$ cat src/rtl/cpu_pkg.sv
`default_nettype none
// ============================================================================
// Package     : cpu_pkg
// Description : Shared widths and the fixed zero-register address used by the
//               register file and its read ports.
// Revision    : 1.0 - initial release
// ============================================================================
package cpu_pkg;

  localparam int DATA_W = 32;
  localparam int ADDR_W = 5;
  localparam logic [ADDR_W-1:0] REG_ZERO_ADDR = 5'd0;

endpackage : cpu_pkg
`default_nettype wire

$ cat src/rtl/banco_registros_32_puerto_lectura.sv
`default_nettype none
// ============================================================================
// Module      : puerto_lectura
// Description : One registered read port of the register file. It applies the
//               zero-register check, the write->read bypass, and holds the
//               output while the read enable is low.
// Revision    : 1.0 - initial release
// ============================================================================
module puerto_lectura
  import cpu_pkg::*;
#(
  parameter int DATA_W   = cpu_pkg::DATA_W,
  parameter int ADDR_W   = cpu_pkg::ADDR_W,
  parameter int ZERO_REG = 1
) (
  input  logic              clk,
  input  logic              reset,
  input  logic              re,
  input  logic [ADDR_W-1:0] raddr,
  input  logic [DATA_W-1:0] mem_rdata,
  input  logic              we,
  input  logic [ADDR_W-1:0] waddr,
  input  logic [DATA_W-1:0] wdata,
  output logic [DATA_W-1:0] rdata
);

  localparam logic [ADDR_W-1:0] ZERO_ADDR = ADDR_W'(REG_ZERO_ADDR);

  logic [DATA_W-1:0] rdata_d;
  logic [DATA_W-1:0] rdata_q;
  logic              is_zero;
  logic              bypass_hit;

  // Zero check has priority over the bypass so a write to entry 0 never leaks out.
  always_comb begin
    is_zero    = (ZERO_REG != 0) && (raddr == ZERO_ADDR);
    bypass_hit = we && (waddr == raddr);
    rdata_d    = rdata_q;
    if (re) begin
      if (is_zero) begin
        rdata_d = '0;
      end else if (bypass_hit) begin
        rdata_d = wdata;
      end else begin
        rdata_d = mem_rdata;
      end
    end
  end

  // Output register: synchronous clear, otherwise load the next read value.
  always_ff @(posedge clk) begin
    if (reset) begin
      rdata_q <= '0;
    end else begin
      rdata_q <= rdata_d;
    end
  end

  assign rdata = rdata_q;

endmodule : puerto_lectura
`default_nettype wire

$ cat src/rtl/banco_registros_32.sv
`default_nettype none
// ============================================================================
// Module      : banco_registros_32
// Description : 32 x 32-bit CPU register file. One write port (write-back)
//               and two independent registered read ports (decode operands)
//               with same-cycle write->read bypass. Entry 0 optionally
//               hardwired to zero.
// Revision    : 1.0 - initial release
// ============================================================================
module banco_registros_32
  import cpu_pkg::*;
#(
  parameter int DATA_W   = cpu_pkg::DATA_W,
  parameter int ADDR_W   = cpu_pkg::ADDR_W,
  parameter int ZERO_REG = 1
) (
  input  logic              clk,
  input  logic              reset,
  input  logic              we,
  input  logic [ADDR_W-1:0] waddr,
  input  logic [DATA_W-1:0] wdata,
  input  logic              re_a,
  input  logic [ADDR_W-1:0] raddr_a,
  output logic [DATA_W-1:0] rdata_a,
  input  logic              re_b,
  input  logic [ADDR_W-1:0] raddr_b,
  output logic [DATA_W-1:0] rdata_b
);

  localparam int                DEPTH     = 2 ** ADDR_W;
  localparam logic [ADDR_W-1:0] ZERO_ADDR = ADDR_W'(REG_ZERO_ADDR);

  logic [DEPTH-1:0][DATA_W-1:0] mem_d;
  logic [DEPTH-1:0][DATA_W-1:0] mem_q;
  logic                         write_ok;

  // Next storage contents: a write to entry 0 is dropped when it is hardwired.
  always_comb begin
    write_ok = we && !((ZERO_REG != 0) && (waddr == ZERO_ADDR));
    mem_d    = mem_q;
    if (write_ok) begin
      mem_d[waddr] = wdata;
    end
  end

  // Storage array: reset clears every entry and overrides any pending write.
  always_ff @(posedge clk) begin
    if (reset) begin
      mem_q <= '0;
    end else begin
      mem_q <= mem_d;
    end
  end

  puerto_lectura #(
    .DATA_W   (DATA_W),
    .ADDR_W   (ADDR_W),
    .ZERO_REG (ZERO_REG)
  ) u_puerto_a (
    .clk       (clk),
    .reset     (reset),
    .re        (re_a),
    .raddr     (raddr_a),
    .mem_rdata (mem_q[raddr_a]),
    .we        (we),
    .waddr     (waddr),
    .wdata     (wdata),
    .rdata     (rdata_a)
  );

  puerto_lectura #(
    .DATA_W   (DATA_W),
    .ADDR_W   (ADDR_W),
    .ZERO_REG (ZERO_REG)
  ) u_puerto_b (
    .clk       (clk),
    .reset     (reset),
    .re        (re_b),
    .raddr     (raddr_b),
    .mem_rdata (mem_q[raddr_b]),
    .we        (we),
    .waddr     (waddr),
    .wdata     (wdata),
    .rdata     (rdata_b)
  );

endmodule : banco_registros_32
`default_nettype wire

$ cat config.mk
export PLATFORM = sky130hd
export DESIGN_NAME = banco_registros_32
export DESIGN_NICKNAME = d
export VERILOG_FILES = /design/src/rtl/cpu_pkg.sv /design/src/rtl/banco_registros_32_puerto_lectura.sv /design/src/rtl/banco_registros_32.sv
export SDC_FILE = /design/constraint.sdc
export NUM_CORES = 2
export LEC_CHECK = 0
export CAP_MARGIN = 20
export CORE_MARGIN = 5
export CORE_UTILIZATION = 35
export DETAILED_ROUTE_END_ITERATION = 16
export GPL_TIMING_DRIVEN = 0
export PLACE_DENSITY = 0.48
export SYNTH_ARGS = -nofsm -noshare
export SYNTH_HDL_FRONTEND = slang
export SYNTH_SLANG_ARGS = --single-unit
$ cat constraint.sdc
create_clock -name clk -period 4.3 [get_ports clk]
set_clock_uncertainty 0.1 [all_clocks]
set_input_delay 1.29 -clock clk [delete_from_list [all_inputs] [get_ports clk]]
set_output_delay 1.29 -clock clk [all_outputs]
set_load 0.05 [all_outputs]
==> results.py <==
metrics = {
    "clocking": {
        "clkLatencyLatePin_ns": 0.82,
        "cts.path.max_buffers": 3,
        "hold_buffers": 0,
        "ctsResizeCount": 7,
        "htreeDepth": 4,
        "root_buffer": "clkbuf_16",
        "post_cts_buffers": 0,
        "numCtsBuffers": 135,
        "cts_num_sinks": 1088,
        "clkSlewWorstSetupHoldPaths_ns": 0.06,
        "cts_tree": "yes",
    },
    "power": {
        "seqPwrFrac_pct": 41.6,
        "ir_drop_uv": 409,
        "power_frac_clock_pct": 47.3,
        "p_switching_mw": 7.00,
        "pwr-share-comb_pct": 11.1,
        "intPower_mw": 17.7,
        "powerDensity_nw_per_um2": 398,
        "switching_share_pct": 28.3,
        "p_leak_nw": 21.0,
    },
    "logic_synthesis": {
        "seq_area_frac_synth_pct": 40.4,
        "ys_seq_elements": 1088,
        "syn_area_um2": 53900,
        "syn-num-nets": 6393,
        "ys_types": 39,
        "yosys_warnings": 0,
        "synth_cells": 6341,
        "syn_avg_cell_area_um2": 8.50,
    },
    "global_route": {
        "grt_max_degree": 17,
        "track_usage_pct": 34.8,
        "grt_pass1_wl_um": 399000,
        "overflow": 0,
        "grt_pass1_vias": 49000,
        "antenna_found_initial": 34,
    },
    "routing": {
        "drc": 0,
        "wl_per_cell_um": 33.7,
        "avgViaCountPerCell": 6.11,
        "drt_wl_total_um": 295000,
        "drt_first_iter_violations": 7678,
        "via_count": 53500,
        "first_pass_iters": 9,
        "ant_nets": 0,
    },
    "run_status": {
        "violations": "negative setup slack",
        "outcome": "finished with violations",
    },
    "setup_path": {
        "critPathKind": "in2reg",
        "regToRegStartpoint": "mem_q[34]",
        "crit_start": "raddr_b[1]",
        "critPathLaunchType": "input port",
        "cp_max_fo": 10,
        "cp.required_ns": 4.87,
        "cp.arrival_ns": 5.03,
        "rr_worst_depth": 5,
        "r2r_end": "u_puerto_a.rdata[2]",
        "endpoint_kind": "flop",
        "ff2ff_setup_slack_ns": 1.81,
    },
    "finish": {
        "drive_gt1_share_pct": 10.6,
        "filler_cell_count": 15800,
        "regArea_um2": 21800,
        "multiInputGateArea_um2": 29200,
        "area_growth_pct": 15.2,
        "fin_area_um2": 62100,
        "postLayoutCoreUtil_pct": 40.5,
        "layout.nets": 6629,
    },
    "timing": {
        "worst_pin_slew_ns": 1.34,
        "tns_ns": -2.38,
        "hold_violations": 0,
        "fmax_ghz": 0.224,
        "hold-worst-slack_ns": 0.367,
        "min_period_ns": 4.47,
        "setup_violations": 48,
        "finalCritPeriodShare_pct": 104,
        "final_max_slew_viol_count": 0,
        "setup_slack_ns": -0.167,
        "slew_headroom_pct": 10.0,
    },
    "placement": {
        "post-dp-hpwl_um": 221000,
        "port-buffer-count": 73,
        "placed_area_um2": 57500,
        "gp_congestion": 1.00,
        "dp_slack_ns": -1.03,
    },
    "min_path": {
        "min-delay-path-class": "reg2reg",
        "hold_depth": 2,
        "hold_start": "mem_q[801]",
        "hold_path_end": "mem_q[801]",
    },
    "flow_run": {
        "maxCapViolCount": 0,
    },
    "floorplanning": {
        "rows": 144,
        "initial_core_util_pct": 35.1,
        "fp.dieW_um": 402,
        "pin_count": 116,
        "fp.dieH_um": 402,
        "core_um2": 154000,
        "die_area_um2": 162000,
    },
}
## sequential cells by signal, indices dropped and copies added, names as in the netlist
register,cells
mem_q,1024
u_puerto_a.rdata,32
u_puerto_b.rdata,32
## power groups by stage
stage,clock network (mW),registers [mW],logic [mW]
finish,11.7,10.3,2.73
global route,12.1,10.3,2.73
CTS,11.7,10.3,2.61
detailed placement,0,10.5,2.61
global placement,0,10.5,2.58
floorplan,0,10.6,1.27
## how the worst max path moves through the flow
| stage | end | depth (start not counted) | slack, ns |
|---|---|---|---|
| 2_1_floorplan | u_puerto_a.rdata[21] | 8 | 1.28 |
| 3_3_place_gp | u_puerto_b.rdata[31] | 8 | -1.36 |
| 3_5_place_dp | u_puerto_b.rdata[31] | 9 | -1.03 |
| 4_1_cts | u_puerto_b.rdata[31] | 9 | 0.001 |
| 5_1_grt | mem_q[792] | 6 | -0.008 |
| 6_report | u_puerto_b.rdata[19] | 9 | -0.17 |
## routing by layer
metal / vias up / global-route usage [%] / part of all wire, %
li1: 22700 / - / -
met1: 26400 / 44.3 / 39
met2: 3514 / 52.1 / 43
met3: 904 / 12.2 / 12
met4: 14 / 18.5 / 6.4
met5: - / 0.327 / 0.029
## kinds of logic after synthesis
group | Yosys count | synth area share, %
and+or+nand+nor | 2289 | 16.8
AOI/OAI and AO/OA | 1444 | 15.8
DFF | 1088 | 40.4
muxes | 832 | 21.4
buffers and inverters | 678 | 5.44
xor gates and xnor gates | 10 | 0.163
## layout make-up
type                    count  area share [%]
repair buffers            100            1.79
flip-flops and latches   1088            35.1
diodes                     22          0.0887
clock buffers             203            6.46
well taps                2044            4.12
multi-input cells        4575            47.0
inverters                   2          0.0121
plain buffers             675            4.78
clock inverters            39           0.679
## synthesized netlist by cell type
library cell	n	area, um^2
nand3_1	131	656
nand4_1	1	6.26
buf_6	21	236
a31o_2	1	8.76
a22o_1	32	280
o21ai_1	1	5.00
and3_1	2	12.5
mux4_2	256	5770
or2_2	2	12.5
nor2b_1	36	225
nor2_1	38	143
a22oi_1	256	1920
or3b_2	4	35.0
a311o_1	1	10.0
nand2b_1	1	6.26
clkbuf_1	470	1760
nor4_1	33	206
inv_1	2	7.51
and2_0	2	12.5
a41oi_1	32	280
buf_2	134	671
nand3b_1	5	37.5
buf_1	15	56.3
nand2_1	2020	7580
and2_1	5	31.3
and3b_1	3	26.3
a21oi_1	993	4970
clkbuf_2	30	150
a221o_1	64	641
xor2_1	4	35.0
clkbuf_4	1	7.51
nor3_1	2	10.0
mux2i_1	576	5770
nor3b_1	3	22.5
xnor2_1	6	52.6
buf_4	5	37.5
dfxtp_1	1088	21800
nor3b_2	1	12.5
o22ai_1	64	400
## critical path, stage by stage
cell and delay [ns]:
clkdlybuf4s50_1 0.73, and2_1 0.22, clkbuf_1 0.65, buf_8 0.26, clkbuf_1 0.72, a22oi_1 0.15
nand3_1 0.20, a41oi_1 0.39, a221o_1 0.39
## placed cells by master (no fill, tap or decap), types with 20 or more instances in the layout
cell type	Yosys	routed
nand2_1	2020	2020
dfxtp_1	1088	1088
a21oi_1	993	993
mux2i_1	576	576
clkbuf_1	470	492
a22oi_1	256	256
mux4_2	256	256
clkbuf_16	0	139
buf_2	134	134
nand3_1	131	131
clkdlybuf4s50_1	0	73
a221o_1	64	64
o22ai_1	64	64
clkbuf_2	30	41
nor2b_1	36	36
nor2_1	38	34
buf_6	21	34
nor4_1	33	33
a22o_1	32	32
a41oi_1	32	31
clkbuf_8	0	29
diode_2	0	22
clkinv_2	0	20
## through the flow
stage / total power, mW / std cells
2_1_floorplan: 11.9 / 6341
3_5_place_dp: 13.1 / 8481
6_report: 24.7 / 8748
5_1_grt: 25.2 / 8728
3_3_place_gp: 13.1 / 8458
4_1_cts: 24.6 / 8723
Note: power is estimated with default switching activity, not from simulation.
